## config.mk

```make
export PLATFORM = sky130hd
export DESIGN_NAME = upbus_master
export DESIGN_NICKNAME = d
export VERILOG_FILES = /design/src/rtl/upbus_pkg.sv /design/src/rtl/upbus_rdor.sv /design/src/rtl/upbus_master.sv
export SDC_FILE = /design/constraint.sdc
export NUM_CORES = 1
export LEC_CHECK = 0
export CORE_AREA = 2 2 83 85
export CTS_BUF_LIST = sky130_fd_sc_hd__clkbuf_4 sky130_fd_sc_hd__clkbuf_8
export DETAILED_ROUTE_END_ITERATION = 6
export DIE_AREA = 0 0 85 87
export MAX_ROUTING_LAYER = met4
export PLACE_DENSITY = 0.82
export REMOVE_ABC_BUFFERS = 1
export SLEW_MARGIN = 20
export SYNTH_ARGS = -nofsm -noshare
export SYNTH_HDL_FRONTEND = slang
export SYNTH_SLANG_ARGS = --single-unit
```

## constraint.sdc

```tcl
create_clock -name clk -period 4.88 [get_ports clk]
set_clock_uncertainty 0.2 [all_clocks]
set_input_delay 0.976 -clock clk [delete_from_list [all_inputs] [get_ports clk]]
set_output_delay 0.976 -clock clk [all_outputs]
set_load 0.01 [all_outputs]
```

## src/rtl/upbus_pkg.sv

```systemverilog
// Shared definitions for the microprocessor register bus initiator:
// FSM state encoding and the width of the read-wait counter.
package upbus_pkg;

    // Host transaction FSM states.
    typedef enum logic [1:0] {
        ST_IDLE = 2'd0,
        ST_ACC  = 2'd1,
        ST_WAIT = 2'd2,
        ST_DONE = 2'd3
    } state_t;

    // Width of the read-wait counter; holds RD_WAIT-1 for RD_WAIT in 0..7.
    localparam int CNT_W = 3;

endpackage

```

## src/rtl/upbus_rdor.sv

```systemverilog
// Read-data collector for the register bus. Every slave gates its read bus
// with its own enable, so OR-ing all slices yields the selected slave's data.
module upbus_rdor
    import upbus_pkg::*;
#(
    parameter int DWIDTH = 8,
    parameter int NREG   = 16
) (
    input  logic [NREG*DWIDTH-1:0] updo_bus,
    output logic [DWIDTH-1:0]      rd_data
);

    // OR-reduce all slave slices down to one data word.
    always_comb begin
        // NOTE: every combinational output gets a default before any branch or
        // loop touches it, so no path leaves it unassigned and no latch appears.
        rd_data = '0;
        for (int i = 0; i < NREG; i++) begin
            rd_data = rd_data | updo_bus[i*DWIDTH +: DWIDTH];
        end
    end

endmodule

```

## src/rtl/upbus_master.sv

```systemverilog
// Initiator side of the on-chip microprocessor register bus.
// Accepts single host read/write requests, decodes the address into one-hot
// slave enables, strobes writes and collects gated read data.
// Optional sticky parity-error status is built when UPBUS_PARCHK_EN is defined;
// without it par_sts/par_irq are tied low and the parity inputs are ignored.
module upbus_master
    import upbus_pkg::*;
#(
    parameter int DWIDTH  = 8,
    parameter int AWIDTH  = 4,
    parameter int NREG    = 16,
    parameter int RD_WAIT = 1
) (
    input  logic                   clk,
    input  logic                   rst,
    input  logic                   hreq,
    input  logic                   hwr,
    input  logic [AWIDTH-1:0]      haddr,
    input  logic [DWIDTH-1:0]      hwdata,
    output logic                   hack,
    output logic                   herr,
    output logic [DWIDTH-1:0]      hrdata,
    output logic                   hbusy,
    output logic [NREG-1:0]        upen,
    output logic                   upws,
    output logic [DWIDTH-1:0]      updi,
    input  logic [NREG*DWIDTH-1:0] updo_bus,
    input  logic [NREG-1:0]        par_err_vec,
    input  logic                   par_clr,
    output logic [NREG-1:0]        par_sts,
    output logic                   par_irq
);

    state_t             state;
    state_t             state_nxt;

    // Request captured in IDLE and held for the rest of the transaction.
    logic [AWIDTH-1:0]  addr_q;
    logic               wr_q;
    logic [DWIDTH-1:0]  wdata_q;
    logic               err_q;
    logic [CNT_W-1:0]   cnt_q;

    // Control strobes from the next-state logic to the datapath registers.
    logic               cap_req;
    logic               cap_rd;
    logic               cnt_load;
    logic               cnt_dec;

    logic               in_range;
    logic [NREG-1:0]    dec;
    logic [DWIDTH-1:0]  rd_or;

    // Zero-extend by one bit so NREG == 2**AWIDTH still compares correctly.
    assign in_range = ({1'b0, haddr} < (AWIDTH + 1)'(NREG));

    upbus_rdor #(
        .DWIDTH (DWIDTH),
        .NREG   (NREG)
    ) u_rdor (
        .updo_bus (updo_bus),
        .rd_data  (rd_or)
    );

    // One-hot decode of the captured register index.
    always_comb begin
        dec = '0;
        for (int i = 0; i < NREG; i++) begin
            dec[i] = (addr_q == AWIDTH'(i));
        end
    end

    // FSM state register.
    always_ff @(posedge clk) begin
        // NOTE: reset is synchronous here; it only takes effect on a clock edge,
        // so a transaction aborted by rst still gets one clean cycle boundary.
        if (rst) begin
            state <= ST_IDLE;
        end else begin
            // NOTE: sequential state uses non-blocking assignment so every
            // register samples pre-edge values regardless of process order.
            state <= state_nxt;
        end
    end

    // Next-state logic and bus outputs, all decoded from the current state.
    always_comb begin
        state_nxt = state;
        cap_req   = 1'b0;
        cap_rd    = 1'b0;
        cnt_load  = 1'b0;
        cnt_dec   = 1'b0;
        hack      = 1'b0;
        herr      = 1'b0;
        hbusy     = 1'b1;
        upen      = '0;
        upws      = 1'b0;
        updi      = '0;

        case (state)
            ST_IDLE: begin
                hbusy = 1'b0;
                if (hreq) begin
                    cap_req   = 1'b1;
                    state_nxt = in_range ? ST_ACC : ST_DONE;
                end
            end

            ST_ACC: begin
                upen = dec;
                updi = wdata_q;
                if (wr_q) begin
                    upws      = 1'b1;
                    state_nxt = ST_DONE;
                end else if (RD_WAIT == 0) begin
                    cap_rd    = 1'b1;
                    state_nxt = ST_DONE;
                end else begin
                    cnt_load  = 1'b1;
                    state_nxt = ST_WAIT;
                end
            end

            ST_WAIT: begin
                upen = dec;
                updi = wdata_q;
                if (cnt_q == '0) begin
                    cap_rd    = 1'b1;
                    state_nxt = ST_DONE;
                end else begin
                    cnt_dec = 1'b1;
                end
            end

            ST_DONE: begin
                hack      = 1'b1;
                herr      = err_q;
                state_nxt = ST_IDLE;
            end

            default: begin
                state_nxt = ST_IDLE;
            end
        endcase
    end

    // Request capture and read-wait counter.
    always_ff @(posedge clk) begin
        if (rst) begin
            addr_q  <= '0;
            wr_q    <= 1'b0;
            wdata_q <= '0;
            err_q   <= 1'b0;
            cnt_q   <= '0;
        end else begin
            if (cap_req) begin
                addr_q  <= haddr;
                wr_q    <= hwr;
                wdata_q <= hwdata;
                err_q   <= ~in_range;
            end
            if (cnt_load) begin
                cnt_q <= CNT_W'(RD_WAIT - 1);
            end else if (cnt_dec) begin
                cnt_q <= cnt_q - 1'b1;
            end
        end
    end

    // Host read data, updated only when a read completes.
    always_ff @(posedge clk) begin
        if (rst) begin
            hrdata <= '0;
        end else if (cap_rd) begin
            hrdata <= rd_or;
        end
    end

`ifdef UPBUS_PARCHK_EN
    // Sticky per-slave parity status; a new error wins over a clear.
    always_ff @(posedge clk) begin
        if (rst) begin
            par_sts <= '0;
            par_irq <= 1'b0;
        end else begin
            par_sts <= (par_sts & ~{NREG{par_clr}}) | par_err_vec;
            par_irq <= |par_sts;
        end
    end
`else
    logic unused_par;

    assign par_sts    = '0;
    assign par_irq    = 1'b0;
    assign unused_par = ^{par_err_vec, par_clr};
`endif

endmodule

```

[Word-level counts from Yosys, hierarchy flattened]
Index checks and enable logic that the tools add are counted.
Widths: inputs -> output; s select.
Storage, ports and cells
  bits in registers: 26
  input bits: 161
Cells by class
  add/subtract/negate cells: 1
  equal/unequal tests: 20
  multiplexer cells: 18
  bitwise operators: 15
  reductions and logical operators: 6
Operators with widths (count)
  $or 8x8->8: 15
  $eq 4x4->1 const B: 8
  $eq 4x3->1 const B: 4
  $mux 16: 1
  $mux 1: 13
  $eq 4x2->1 const B: 2
  $mux 8: 1
  $pmux 2 s4: 1
  $eq 2x2->1 const B: 2
  $eq 4x1->1 const B: 1
  $logic_not 4->1: 1
  $mux 2: 2
  $ne 2x2->1 const B: 2
  $reduce_or 2->1: 2
  $logic_not 3->1: 1
  $sub 3x1->3 const B: 1
  $eq 2x1->1 const B: 1
  $logic_not 2->1: 1
  $reduce_and 2->1: 1

[Depth between registers and ports, before layout]
  word-level depth: 15
  gate-level depth with buffers: 7
  mapped depth without buffers: 6

[Cells and area by module]
A second synthesis with hierarchy kept.
Second synthesis, totals
  cell total of the unflattened synthesis: 224
  area total of the unflattened synthesis: 1717.9 um^2
Modules (own cells, without submodules)
  upbus_master: times used 1, cells each 184, area each 1467.7 um^2, seq. area each 520.5 um^2
  upbus_rdor: times used 1, cells each 40, area each 250.2 um^2, seq. area each 0.0 um^2

[Least setup slack after synthesis]
OpenSTA, ideal clock, no wires.
  path type: reg-to-output
  start: reg state[1]
  end: out upen[0]
  data arrival time: 1.509 ns
  slack: 2.195 ns
  stages on the path, launching flop included: 5
  path buffers: 0
  cell sequence: dfxtp_1 -> inv_1 -> ha_1 -> or3b_2 -> nor3_1
Between the ends
  word-level cells in the longest chain between the ends: 3
  elaborated cells on any way between the ends: 4
  those cells by class: eq/ne (2); mux (1); reduce/logical (1)
RTL lines
  from (decl): RTL line upbus_master.sv:34  | state_t state;
  from (signal assigned): RTL line upbus_master.sv:82  | state <= state_nxt;
  $eq 2x2->1 / $eq 2x1->1 (equally long branches): RTL line upbus_master.sv:100  | case (state)
  $reduce_or 2->1 (no line) (*)
  $mux 16 (*): RTL line upbus_master.sv:100
  to (decl): RTL line upbus_master.sv:24  | output logic [NREG-1:0] upen,
Every way passes the cells marked *; elsewhere a longest branch is shown, timed or not.

[Worst setup path in the final report]
Same ends and word-level chain as after synthesis.

==> results.md <==
- Final-stage net count: 556
- Setup tns final: 0 ns
- Root buf cell: clkbuf_8
- Ant diodes: 0
- Reg2Reg Setup Slack: 3.09 ns
- Hold-fix buffers at CTS: 0
- Crit path DAT: 2.58 ns
- Dpl ws: 1.42 ns
- Worst hold path type: flip-flop to flip-flop
- Total gr overflow: 0
- # DRC: 0
- Crit-path cells: inv_1 > ha_1 > or3b_2 > nor3_1 > clkdlybuf4s50_1
- Worst-Skew Late Latency: 0.27 ns
- CP endpoint kind: output port
- Synth top area cells: dfxtp_1 31%, nor4_1 12%, buf_4 8.0%
- Boundary Pins: 214
- Initial core utilization: 25.6%
- Synth Flop Type: dfxtp_1
- Std cell rows: 30
- Setup-failing EPs final: 0
- Tot GR Track Use: 16.9%
- Measured slew at the worst slew-check pin: 0.991 ns
- Area occupied by registers: 520 um2
- Min Tclk post-route: 3.75 ns
- Overall routed net length: 6.28 mm
- CTS Sinks: 26
- Crit path launch type: flip-flop
- WP data required: 3.70 ns
- Cts repair resizes: 0
- Register bit total from synthesis: 26
- Via count of the routed design: 2133
- Pin count of the biggest net entering global routing: 25
- Initial antenna violation count: 0
- Filler cells: 630
- Vias/cell: 4.57
- Yosys cell types: 32
- Initial DRT Pass Iterations: 4
- Max cap viols: 0
- Path type of the worst setup path: flip-flop to output port
- Post-synthesis sequential area ratio: 31.0%
- Buffers on Ports: 178
- Post-synth EDFFs: 0
- Die area: 7400 um2
- Share of cells above drive strength 1: 3.36%
- Cell taking the most area after synthesis: dfxtp_1
- Syn_area_per_cell: 7.88 um2
- Outcome: complete, no violations
- Final Worst Setup Slack: 1.13 ns
- Period utilization: 76.9%
- Die width: 85 um
- Dpl hpwl: 5.39 mm
- Final Max Tran Viols: 0
- Post-layout util: 53.5%
- Max IR drop VDD: 0.000266 V
- RePlAce Congestion: 0.839
- First-pass GRT wire length: 9.76 mm
- Synth-to-layout area growth: 109%
- Clk pin slew, worst setup/hold paths: 0.10 ns
- Syn Inst Count: 213
- Max stage delay on crit path: 0.56 ns
- Synth top area share: 31.0%
- Final Hold Violating Endpoints: 0
- Multi-input logic area: 1020 um2
- Vias in the first global route: 2130
- Synth top cells by count: 32 x nor4_1, 30 x nand2_1, 26 x dfxtp_1
- CP Max Fanout: 13
- H-tree Lvls: 1
- Die Ht: 87 um
- Fmax: 267 MHz
- CTS tree: done
- Remaining antenna violation count: 0
- Slew headroom: 33.7%
- Power Density: 294 nW/um2
- Worst path slowest cell: clkdlybuf4s50_1
- Ys async rst share: 0%
- Core area: 6570 um2
- TritonCTS Buffers: 3
- Post-CTS repair timing setup buffer count: 0
- Synthesized cell area: 1680 um2
- RSZ-0062 raised after global routing: false
- Most frequent cell after synthesis: nor4_1
- DR iter-0 viols: 49
- Clk buf depth: 2
- Yosys warnings: 0
- Routed WL per cell: 13.4 um
- Leak: 1.27 nW
-- per-stage QoR --
stage / power (mW) / instance area [um2] / hold WS, ns / instances
2_1_floorplan: 0.567 / 1560 / 0.226 / 205
3_3_place_gp: 0.848 / 3450 / 0.238 / 463
3_5_place_dp: 0.865 / 3450 / 0.245 / 463
4_1_cts: 1.05 / 3520 / 0.259 / 467
5_1_grt: 1.11 / 3520 / 0.277 / 467
6_report: 1.03 / 3520 / 0.254 / 467
-- cell families (layout without fill, tap and decap cells) --
family          after synthesis  count (layout)  synth area share (%)
mux                           1               1                 0.596
xor+xnor                      1               1                 0.522
simple gates                117             117                  38.2
fa+ha+maj                     7               7                  5.22
buf+inv                      32             189                  12.2
other cells                   1              18                 0.223
compound gates               28              28                  12.0
flops                        26              26                  31.0
-- area by class of cell --
| type | count | area share (%) |
|---|---|---|
| repair buffers | 178 | 50.7 |
| flip-flops and latches | 26 | 14.8 |
| clock buffers | 3 | 1.17 |
| clock inverters | 1 | 0.854 |
| inverters | 7 | 0.747 |
| multi-input cells | 172 | 28.9 |
| well taps | 80 | 2.85 |
-- per-layer routing --
layer / global-route usage (%) / wire length [um]
met1: 19.0 / 2430
met2: 30.8 / 3370
met3: 2.56 / 365
met4: 5.05 / 111
met5: - / 0
-- layout by cell type, fill, tap and decap left out, types with 2 or more instances in the layout --
cell and count:
clkdlybuf4s50_1 178, nor4_1 32, nand2_1 30, dfxtp_1 26, nor2_1 21, conb_1 18
a21oi_1 15, and2_1 10, and4_1 8, ha_1 7, inv_1 6, nor3_1 6
a211oi_1 6, clkbuf_8 3, nand2b_1 2, nand3b_1 2, nor2_2 2, a211oi_2 2
-- sequential cells by signal (all words and copies together), names as in the netlist --
name	cells
cnt_q	3
hrdata	8
state	2
wdata_q	8
addr_q	4
wr_q	1
-- power by group --
group | total (mW) | internal, mW | switching, mW
registers | 0.297 | 0.262 | 0.0350
logic | 0.556 | 0.298 | 0.258
clock network | 0.181 | 0.110 | 0.0715
total | 1.03 | 0.670 | 0.365
-- worst max-delay path, delay by kind of cell, from the launching register on --
| kind | cells | cell delay (ns) |
|---|---|---|
| and+or+nand+nor | 2 | 0.68 |
| buffers and inverters | 2 | 0.67 |
| adders and majority gates | 1 | 0.52 |
| DFF | 1 | 0.43 |
-- worst paths after layout --
| kind | depth (start not counted) | end | from |
|---|---|---|---|
| min | 2 | wdata_q[7] | wdata_q[7] |
| max | 5 | upen[0] | state[1] |
| min reg2reg | 2 | wdata_q[7] | wdata_q[7] |
| max reg2reg | 6 | hrdata[7] | state[0] |
(Power assumes the default switching activity.)
